## src/rtl/vga_timing_pkg.sv

```systemverilog
`default_nettype none
// ============================================================================
// Module  : vga_timing_pkg
// Brief   : 800x600@72Hz timing constants and shared video typedefs.
// Revision: 1.0
// ============================================================================
package vga_timing_pkg;

    localparam int c_h_visible = 800;
    localparam int c_h_front   = 56;
    localparam int c_h_sync    = 120;
    localparam int c_h_back    = 64;
    localparam int c_v_visible = 600;
    localparam int c_v_front   = 37;
    localparam int c_v_sync    = 6;
    localparam int c_v_back    = 23;

    typedef struct packed {
        logic [3:0] r;
        logic [3:0] g;
        logic [3:0] b;
    } rgb12_t;

    typedef logic [10:0] h_coord_t;
    typedef logic [9:0]  v_coord_t;

endpackage
`default_nettype wire

```

## src/rtl/vga_axis_counter.sv

```systemverilog
`default_nettype none
// ============================================================================
// Module  : vga_axis_counter
// Brief   : One timing axis: wrapping position counter with visible/sync decode.
// Revision: 1.0
// ============================================================================
module vga_axis_counter #(
    parameter int W          = 11,
    parameter int TOTAL      = 1040,
    parameter int VIS        = 800,
    parameter int SYNC_START = 856,
    parameter int SYNC_LEN   = 120
) (
    input  logic         clk,
    input  logic         arst,
    input  logic         i_step,
    output logic [W-1:0] o_cnt,
    output logic         o_visible,
    output logic         o_sync,
    output logic         o_wrap
);

    localparam int             c_W1         = W + 1;
    localparam logic [W-1:0]   c_LAST       = W'(TOTAL - 1);
    localparam logic [c_W1-1:0] c_VIS       = c_W1'(VIS);
    localparam logic [c_W1-1:0] c_SYNC_START = c_W1'(SYNC_START);
    localparam logic [c_W1-1:0] c_SYNC_END   = c_W1'(SYNC_START + SYNC_LEN);

    logic [W-1:0] r_cnt;
    logic         r_visible;
    logic [W-1:0] w_next;
    logic         w_wrap;

    assign w_wrap = (r_cnt == c_LAST);
    assign w_next = w_wrap ? '0 : r_cnt + W'(1);

    // Reset parks the counter on its last position so the first step lands on 0.
    always_ff @(posedge clk or posedge arst) begin
        if (arst) begin
            r_cnt     <= c_LAST;
            r_visible <= 1'b0;
        end else if (i_step) begin
            r_cnt     <= w_next;
            r_visible <= ({1'b0, w_next} < c_VIS);
        end
    end

    assign o_cnt     = r_cnt;
    assign o_visible = r_visible;
    assign o_wrap    = w_wrap;
    assign o_sync    = ({1'b0, r_cnt} >= c_SYNC_START) && ({1'b0, r_cnt} < c_SYNC_END);

endmodule
`default_nettype wire

```

## src/rtl/vga_timing_gen.sv

```systemverilog
`default_nettype none
// ============================================================================
// Module  : vga_timing_gen
// Brief   : VGA pixel timing, coordinate issue and registered RGB/sync output.
// Revision: 1.0
// ============================================================================
module vga_timing_gen
    import vga_timing_pkg::*;
#(
    parameter int   H_VISIBLE = c_h_visible,
    parameter int   H_FRONT   = c_h_front,
    parameter int   H_SYNC    = c_h_sync,
    parameter int   H_BACK    = c_h_back,
    parameter int   V_VISIBLE = c_v_visible,
    parameter int   V_FRONT   = c_v_front,
    parameter int   V_SYNC    = c_v_sync,
    parameter int   V_BACK    = c_v_back,
    parameter logic SYNC_POL  = 1'b1,
    parameter int   CLK_DIV   = 1
) (
    input  logic        clk,
    input  logic        arst,
    output logic [10:0] o_h_coord,
    output logic [9:0]  o_v_coord,
    output logic        o_disp_enbl,
    input  logic [3:0]  i_red,
    input  logic [3:0]  i_green,
    input  logic [3:0]  i_blue,
    output logic [3:0]  o_vga_r,
    output logic [3:0]  o_vga_g,
    output logic [3:0]  o_vga_b,
    output logic        o_hsync,
    output logic        o_vsync,
    output logic        o_frame_start
);

    localparam int c_H_TOTAL = H_VISIBLE + H_FRONT + H_SYNC + H_BACK;
    localparam int c_V_TOTAL = V_VISIBLE + V_FRONT + V_SYNC + V_BACK;
    localparam int c_DIV_W   = (CLK_DIV > 1) ? $clog2(CLK_DIV) : 1;
    localparam logic [c_DIV_W-1:0] c_DIV_LAST = c_DIV_W'(CLK_DIV - 1);

    generate
        if (c_H_TOTAL > 2048 || c_V_TOTAL > 1024 || CLK_DIV < 1) begin : g_cfg_check
            $error("vga_timing_gen: unsupported timing/divider configuration");
        end
    endgenerate

    logic [c_DIV_W-1:0] r_div_cnt;
    logic               w_pix_en;

    assign w_pix_en = (r_div_cnt == c_DIV_LAST);

    always_ff @(posedge clk or posedge arst) begin
        if (arst) begin
            r_div_cnt <= '0;
        end else if (w_pix_en) begin
            r_div_cnt <= '0;
        end else begin
            r_div_cnt <= r_div_cnt + c_DIV_W'(1);
        end
    end

    h_coord_t w_h_cnt;
    v_coord_t w_v_cnt;
    logic     w_h_vis, w_v_vis, w_hs0, w_vs0, w_h_wrap, w_v_wrap;
    logic     w_disp_enbl;

    vga_axis_counter #(
        .W(11), .TOTAL(c_H_TOTAL), .VIS(H_VISIBLE),
        .SYNC_START(H_VISIBLE + H_FRONT), .SYNC_LEN(H_SYNC)
    ) u_h_axis (
        .clk(clk), .arst(arst), .i_step(w_pix_en),
        .o_cnt(w_h_cnt), .o_visible(w_h_vis), .o_sync(w_hs0), .o_wrap(w_h_wrap)
    );

    vga_axis_counter #(
        .W(10), .TOTAL(c_V_TOTAL), .VIS(V_VISIBLE),
        .SYNC_START(V_VISIBLE + V_FRONT), .SYNC_LEN(V_SYNC)
    ) u_v_axis (
        .clk(clk), .arst(arst), .i_step(w_pix_en & w_h_wrap),
        .o_cnt(w_v_cnt), .o_visible(w_v_vis), .o_sync(w_vs0), .o_wrap(w_v_wrap)
    );

    // Both visibility flags are registered alongside their counters.
    assign w_disp_enbl = w_h_vis & w_v_vis;

    rgb12_t r_rgb;
    logic   r_hsync, r_vsync, r_frame_start;

    // One pixel of latency from coordinates to pins; syncs delayed to match colour.
    always_ff @(posedge clk or posedge arst) begin
        if (arst) begin
            r_rgb         <= '0;
            r_hsync       <= ~SYNC_POL;
            r_vsync       <= ~SYNC_POL;
            r_frame_start <= 1'b0;
        end else begin
            r_frame_start <= w_pix_en & w_h_wrap & w_v_wrap;
            if (w_pix_en) begin
                r_rgb   <= w_disp_enbl ? '{r: i_red, g: i_green, b: i_blue} : '0;
                r_hsync <= w_hs0 ? SYNC_POL : ~SYNC_POL;
                r_vsync <= w_vs0 ? SYNC_POL : ~SYNC_POL;
            end
        end
    end

    assign o_h_coord     = w_h_cnt;
    assign o_v_coord     = w_v_cnt;
    assign o_disp_enbl   = w_disp_enbl;
    assign o_vga_r       = r_rgb.r;
    assign o_vga_g       = r_rgb.g;
    assign o_vga_b       = r_rgb.b;
    assign o_hsync       = r_hsync;
    assign o_vsync       = r_vsync;
    assign o_frame_start = r_frame_start;

endmodule
`default_nettype wire
```

## config.mk

```make
export PLATFORM = sky130hd
export DESIGN_NAME = vga_timing_gen
export DESIGN_NICKNAME = d
export VERILOG_FILES = /design/src/rtl/vga_timing_pkg.sv /design/src/rtl/vga_axis_counter.sv /design/src/rtl/vga_timing_gen.sv
export SDC_FILE = /design/constraint.sdc
export NUM_CORES = 1
export LEC_CHECK = 0
export BUFFER_PORTS_ARGS = -buffer_cell sky130_fd_sc_hd__buf_2
export CORE_ASPECT_RATIO = 0.9
export CORE_MARGIN = 5
export CORE_UTILIZATION = 47
export DETAILED_ROUTE_END_ITERATION = 12
export PLACE_DENSITY = 0.71
export REMOVE_ABC_BUFFERS = 1
export SLEW_MARGIN = 20
export SYNTH_ARGS = -nofsm -noshare
export SYNTH_HDL_FRONTEND = slang
export SYNTH_SLANG_ARGS = --single-unit
```

## constraint.sdc

```tcl
create_clock -name clk -period 1.93 [get_ports clk]
set_clock_uncertainty 0.05 [all_clocks]
set_input_delay 0.386 -clock clk [delete_from_list [all_inputs] [get_ports clk]]
set_output_delay 0.386 -clock clk [all_outputs]
set_load 0.1 [all_outputs]
```

==> results of run 1 <==
==> power by group through the flow <==
| stage | Combinational, uW | Clock (uW) | Sequential [uW] |
|---|---|---|---|
| 2_1_floorplan | 11.5 | 0 | 811 |
| 3_3_place_gp | 30.0 | 0 | 811 |
| 3_5_place_dp | 30.2 | 0 | 811 |
| 4_1_cts | 30.2 | 579 | 797 |
| 5_1_grt | 33.1 | 620 | 797 |
| 6_report | 28.2 | 554 | 797 |
==> layer usage <==
layer | up-vias | wire length, um | global-route usage (%)
li1 | 766 | - | -
met1 | 726 | 1880 | 21.1
met2 | 60 | 1880 | 23.5
met3 | 5 | 322 | 4.64
met4 | 0 | 52 | 4.58
met5 | - | 0 | 0
==> logic make-up after synthesis <==
| logic type | synth area share, % |
|---|---|
| xor+xnor | 6.42 |
| mux | 1.11 |
| fa+ha+maj | 3.28 |
| simple gates | 25.6 |
| compound gates | 8.58 |
| flops | 50.5 |
| buf+inv | 4.52 |
==> sequential cells by signal, summed over array words and instances (netlist names) <==
name                flops
u_h_axis.o_visible      1
u_h_axis.o_cnt         11
u_v_axis.o_cnt         10
o_hsync                 1
o_vsync                 1
u_v_axis.o_visible      1
o_vga_b                 4
o_frame_start           1
o_vga_r                 4
o_vga_g                 4
==> placed cells by master (no fill, tap or decap), types with 3 or more instances in the layout <==
cell      instances
nand4_1           4
inv_1            10
xnor2_1           8
xor2_1            6
nor3_1            6
dfstp_2          10
nand2_1          11
buf_2            50
a31oi_1           3
dfrtp_1          28
nand3_1           9
o31ai_1           3
a21oi_1           4
and3_1           18
o21ai_0           7
and2_1            4
nor2_1            9
clkbuf_8          6
ha_1              4
buf_4            10
==> stage by stage <==
step           area (sq um)  std cells  hold slack (ns)  utilization, %  total power (uW)
2_1_floorplan          1860        175            0.503               -               823
3_3_place_gp           2250        283            0.454            56.3               842
3_5_place_dp           2250        283            0.454            56.3               842
4_1_cts                2340        291            0.163            58.7              1410
5_1_grt                2350        291            0.192            59.0              1450
6_report               2350        291            0.152            59.0              1380
==> synthesized netlist by cell type (3+ instances only) <==
cell       n  area, sq um
o31ai_1    3         22.5
and3_1    18          113
nand4_1    4         25.0
xnor2_1    8         70.1
dfrtp_1   28          701
nor3_1     6         30.0
nor2_1     9         33.8
and2_1     4         25.0
dfstp_2   10          263
nand3_1    9         45.0
buf_2      3         15.0
inv_1     10         37.5
a21oi_1    4         20.0
ha_1       5         62.6
clkbuf_1   4         15.0
o21ai_0    8         40.0
a31oi_1    3         18.8
nand2_1   11         41.3
xor2_1     6         52.6
==> how the worst min path moves through the flow <==
| stage | from | end | slack (ns) | depth (start not counted) |
|---|---|---|---|---|
| after floorplan | i_blue[0] | o_vga_b[0] | 0.50 | 1 |
| after global placement | u_v_axis.o_cnt[7] | u_v_axis.o_cnt[7] | 0.45 | 2 |
| after detailed placement | u_v_axis.o_cnt[7] | u_v_axis.o_cnt[7] | 0.45 | 2 |
| after CTS | arst | u_h_axis.o_cnt[8] | 0.16 | 3 |
| after global routing | arst | u_h_axis.o_cnt[8] | 0.19 | 3 |
| final | arst | u_h_axis.o_cnt[8] | 0.15 | 3 |
==> cell type report <==
| cell class | instances | area (sq um) | area share (%) |
|---|---|---|---|
| timing repair buffer | 60 | 325 | 13.8 |
| inverter | 10 | 37.5 | 1.59 |
| clock inverter | 2 | 12.5 | 0.532 |
| tap | 48 | 60.1 | 2.55 |
| multi-input combinational | 127 | 872 | 37.1 |
| sequential | 38 | 963 | 40.9 |
| clock buffer | 6 | 82.6 | 3.51 |
==> worst max-delay path, cell delays in order (launching register included) <==
cell,delay (ns)
dfstp_2,0.57
ha_1,0.17
and3_1,0.20
nand2_2,0.11
or4_1,0.47
nand3_1,0.08
a2bb2oi_1,0.06
==> qor.csv, run 1 <==
metric,value,unit
vias post-DR,1557,
CP endpoint,u_h_axis.o_visible,
NumNets Final,261,
Final Slew Violations,0,
reg-to-reg startpoint,u_h_axis.o_cnt[1],
largest net degree at the start of global routing,39,
Setup TNS,0,ns
Final min period,1.83,ns
layout cells sized above 1,37.4,%
Critical Path RT,2.04,ns
gp weighted congestion,0.843,
Setup CP Type,register to register,
Crit. End Element,register,
vias in the first global route,1505,
Clock Path Buffers,2,
Setup Buffers After CTS,0,
"FF+latch count, synth",38,
worst min-delay path class,input pin to asynchronous set/reset pin,
die width,77.2,um
Finish-stage setup viols,0,
Area growth syn-to-layout,23.3,%
CTS root buffer,clkbuf_8,
asr flop ratio synth,100,%
first-pass GRT wire length,6.92,mm
Peak VDD IR,0.000409,V
Vert. Die Dim,70.5,um
Num CTS Buffers,5,
Reg-to-Reg End,u_h_axis.o_visible,
# fillers,349,
initial core utilization,47.8,%
die area,5440,sq um
pre-CTS WS,0.0249,ns
combinational share of power,2.0,%
Final WS setup,0.103,ns
Critical Path AT,1.94,ns
area of the core,3990,sq um
relative max-transition margin,67.3,%
syn avg cell area,10.4,sq um
DR DRC count,0,
Port Buffer Count,50,
PwrDens,586,nW/um^2
DR iter-0 viols,95,
initial antenna violation count,0,
clk slew on worst S/H paths,0.08,ns
sequential area share after synthesis,50.5,%
flop2flop setup slack,0.10,ns
worst-margin pin slew,0.494,ns
status,"finished, final reports clean",
internal power,1090,uW
Final Hold Viols,0,
# resized after CTS,0,
total wire length,4.14,mm
GRT overflow,0,
WL/cell,14.2,um
"Hold-fix buffers, CTS",0,
final worst-path cycle share,94.7,%
clk sink count,38,
Clock Latency Late Sink,0.28,ns
"EDFF count, synth",0,
synthesized instance count,184,
reg2reg path depth,6,
cell area after synthesis,1910,sq um
Sw Pwr,285,uW
n_diodes,0,
HPWL after DPL,3.06,mm
CTS tree,built,
Fmax achieved,547,MHz
Max Fanout on Critical Path,5,
clock network fraction of total power,40.2,%
drt pass-1 iters,4,
CP Launch Type,register,
leakage,0.00120,uW
Max Cap Violations,0,
Syn. warnings,0,
crit path from,u_h_axis.o_cnt[1],
setup repair after global routing missed its margin,true,
ys flop type,dfrtp_1,
switch share,20.7,%
routed vias/inst,5.35,
Clock H-tree levels,2,
IO Count,51,
Rows,22,
Routed Antenna Nets,0,
Cell variety after synth,44,
Total GRT Usage,15.4,%
sequential power share,57.8,%
Note: power is estimated with default switching activity, not from simulation.
==> run 2: changes to the inputs <==
--- a/config.mk
+++ b/config.mk
@@ -5,6 +5,7 @@
 export SDC_FILE = /design/constraint.sdc
 export NUM_CORES = 1
 export LEC_CHECK = 0
+export ABC_AREA = 1
 export BUFFER_PORTS_ARGS = -buffer_cell sky130_fd_sc_hd__buf_2
 export CORE_ASPECT_RATIO = 0.9
 export CORE_MARGIN = 5
==> run 2 against run 1 <==
Against the previous run:
- core utilization is 0.55 points lower
- die area is 2.8% higher
- register-to-register slack better by 0.07 ns
- wire length is 6.0% higher
- total power is 1.2% higher
- first-iteration DRC count is 130% higher
- clock power is 2% higher
- maximum frequency is 0.62% higher
- final cell count is 22% higher
- design area is 1.1% higher
- critical path type is now register to output pin
- largest power group unchanged
- highest routed layer unchanged
==> qor.csv, run 2 <==
metric,value,unit,change
status,"finished, final reports clean",,unchanged
Setup CP Type,register to output pin,,was register to register
drt pass-1 iters,4,,unchanged
sequential power share,57.1,%,was 57.8%
die width,78.3,um,was 77.2 um
reg2reg path depth,10,,was 6
syn avg cell area,7.95,sq um,was 10.4 sq um
Synth top area share,35.6,%,was 36.7%
clk sink count,38,,unchanged
initial core utilization,48.4,%,was 47.8%
synth cell count leaders,"48 x inv_1, 48 x nand2_1, 38 x nor2_1, 28 x dfrtp_1, 21 x nand3_1",,"was 28 x dfrtp_1, 18 x and3_1, 11 x nand2_1, 10 x dfstp_2, 10 x inv_1"
Max Cap Violations,0,,unchanged
worst min-delay path class,input pin to asynchronous set/reset pin,,unchanged
largest net degree at the start of global routing,39,,unchanged
CP Launch Type,register,,unchanged
worst-margin pin slew,0.495,ns,was 0.494 ns
Clock Path Buffers,2,,unchanged
Setup Buffers After CTS,0,,unchanged
CP Cell Sequence,buf_2,,"was ha_1, and3_1, nand2_2, or4_1, nand3_1, a2bb2oi_1"
fin util,58.4,%,was 59.0%
"EDFF count, synth",0,,unchanged
Levels on crit path,1,,was 6
Crit. End Element,output pin,,was register
vias post-DR,1739,,"was 1,557"
routed vias/inst,4.91,,was 5.35
Yosys top cell by area,dfrtp_1,,unchanged
Peak VDD IR,0.000390,V,was 0.000409 V
Sw Pwr,299,uW,was 285 uW
area of the core,4070,sq um,was 3990 sq um
"commonest non-fill, non-tap cells in the layout","50 x buf_2, 48 x inv_1, 48 x nand2_1",,"was 50 x buf_2, 28 x dfrtp_1, 18 x and3_1"
Final Slew Violations,0,,unchanged
Finish-stage setup viols,0,,unchanged
PwrDens,586,nW/um^2,about the same
combinational share of power,2.4,%,was 2.0%
setup repair after global routing missed its margin,false,,was true
# resized after CTS,0,,unchanged
vias in the first global route,1655,,"was 1,505"
GRT overflow,0,,unchanged
DR iter-0 viols,223,,was 95
clk slew on worst S/H paths,0.08,ns,about the same
asr flop ratio synth,100,%,unchanged
max reg flops,11,,unchanged
sequential area share after synthesis,48.9,%,was 50.5%
n_diodes,0,,unchanged
Buf/Inv on CP,1,,was 0
Synth area leaders,"dfrtp_1 36%, dfstp_2 13%, inv_1 9.1%",,"was dfrtp_1 37%, dfstp_2 14%, and3_1 5.9%"
HPWL after DPL,3.30,mm,was 3.06 mm
gp weighted congestion,0.890,,was 0.843
die area,5590,sq um,was 5440 sq um
synthesized instance count,248,,was 184
Inst Count DP,346,,was 283
layout cells sized above 1,27.8,%,was 37.4%
Cell variety after synth,28,,was 44
Hold Slack,0.146,ns,was 0.152 ns
total wire length,4.39,mm,was 4.14 mm
Clock H-tree levels,2,,unchanged
"slowest stage delay, CP",0.63,ns,was 0.57 ns
CTS root buffer,clkbuf_8,,unchanged
"leading cell type in the layout, fill and taps excluded",buf_2,,unchanged
IO Count,51,,unchanged
cell area after synthesis,1970,sq um,was 1910 sq um
NumNets Final,324,,was 261
final worst-path cycle share,94.1,%,was 94.7%
Final Hold Viols,0,,unchanged
Area growth syn-to-layout,20.8,%,was 23.3%
Vert. Die Dim,71.4,um,was 70.5 um
Worst path slowest cell,dfstp_2,,unchanged
switch share,21.5,%,was 20.7%
reg-to-reg startpoint,u_h_axis.o_cnt[0],,was u_h_axis.o_cnt[1]
Routed Antenna Nets,0,,unchanged
Total GRT Usage,16.9,%,was 15.4%
Finished Layout Cells,354,,was 291
Clock Latency Late Sink,0.29,ns,was 0.28 ns
Critical Path AT,1.38,ns,was 1.94 ns
Port Buffer Count,50,,unchanged
ys flop type,dfrtp_1,,unchanged
DR DRC count,0,,unchanged
Fmax achieved,551,MHz,was 547 MHz
clock network fraction of total power,40.5,%,was 40.2%
Rows,22,,unchanged
CTS tree,built,,unchanged
initial antenna violation count,0,,unchanged
placed cell areas,2280,sq um,was 2250 sq um
first-pass GRT wire length,7.43,mm,was 6.92 mm
leakage,0.00133,uW,was 0.00120 uW
Critical Path RT,1.49,ns,was 2.04 ns
"FF+latch count, synth",38,,unchanged
Final min period,1.82,ns,was 1.83 ns
Num CTS Buffers,5,,unchanged
"Non-Filler Cell Area, Final",2380,sq um,was 2350 sq um
"Hold-fix buffers, CTS",0,,unchanged
WL/cell,12.4,um,was 14.2 um
crit path from,u_v_axis.o_cnt[7],,was u_h_axis.o_cnt[1]
Syn. warnings,0,,unchanged
Top delay family on crit path,flip-flops,,was simple AND/OR/NAND/NOR gates
Max Fanout on Critical Path,9,,was 5
relative max-transition margin,67.3,%,about the same
internal power,1100,uW,was 1090 uW
run 2: final cells by class:
| type | count | area, sq um |
|---|---|---|
| clock inverter | 2 | 12.5 |
| clock buffer | 6 | 82.6 |
| fill | 385 | 1690 |
| sequential | 38 | 963 |
| tap | 48 | 60.1 |
| timing repair buffer | 52 | 265 |
| multi-input combinational | 158 | 803 |
| inverter | 50 | 193 |
run 2: final timing paths:
check | to | slack [ns]
min in group clk | o_vga_g[2] | 0.25
worst min register to register | u_v_axis.o_cnt[9] | 0.46
worst min-delay path | u_h_axis.o_cnt[5] | 0.15
worst max-delay path | o_v_coord[7] | 0.11
max in group asynchronous | u_v_axis.o_cnt[9] | 1.33
worst max register to register | u_v_axis.o_visible | 0.17
run 2: cell families after synthesis:
group	after synthesis	share of synthesized area [%]
DFF	38	48.9
xor gates and xnor gates	4	1.78
buffers and inverters	52	10.3
AOI/OAI and AO/OA	21	5.84
and+or+nand+nor	128	30.0
adders and majority gates	5	3.17
run 2: stage by stage:
| stage | worst slack, ns | TNS, ns | power, uW |
|---|---|---|---|
| finish | 0.114 | 0 | 1400 |
| detailed placement | 0.156 | 0 | 846 |
| global route | 0.0197 | 0 | 1460 |
| CTS | 0.104 | 0 | 1410 |
| global placement | 0.204 | 0 | 846 |
| floorplan | -0.211 | -1.10 | 828 |
run 2: routing by layer:
| metal | vias up | wire [um] | GRT usage [%] |
|---|---|---|---|
| met2 | 70 | 2000 | 26.0 |
| met4 | 0 | 99 | 6.60 |
| met3 | 12 | 374 | 5.78 |
| met1 | 780 | 1910 | 21.9 |
| met5 | - | 0 | 0 |
| li1 | 877 | - | - |
run 2: power by group through the flow:
stage	Clock, uW	Sequential (uW)	Combinational, uW
2_1_floorplan	0	811	16.1
5_1_grt	625	797	41.1
3_3_place_gp	0	811	34.4
4_1_cts	582	797	34.7
3_5_place_dp	0	811	34.6
6_report	565	797	33.3
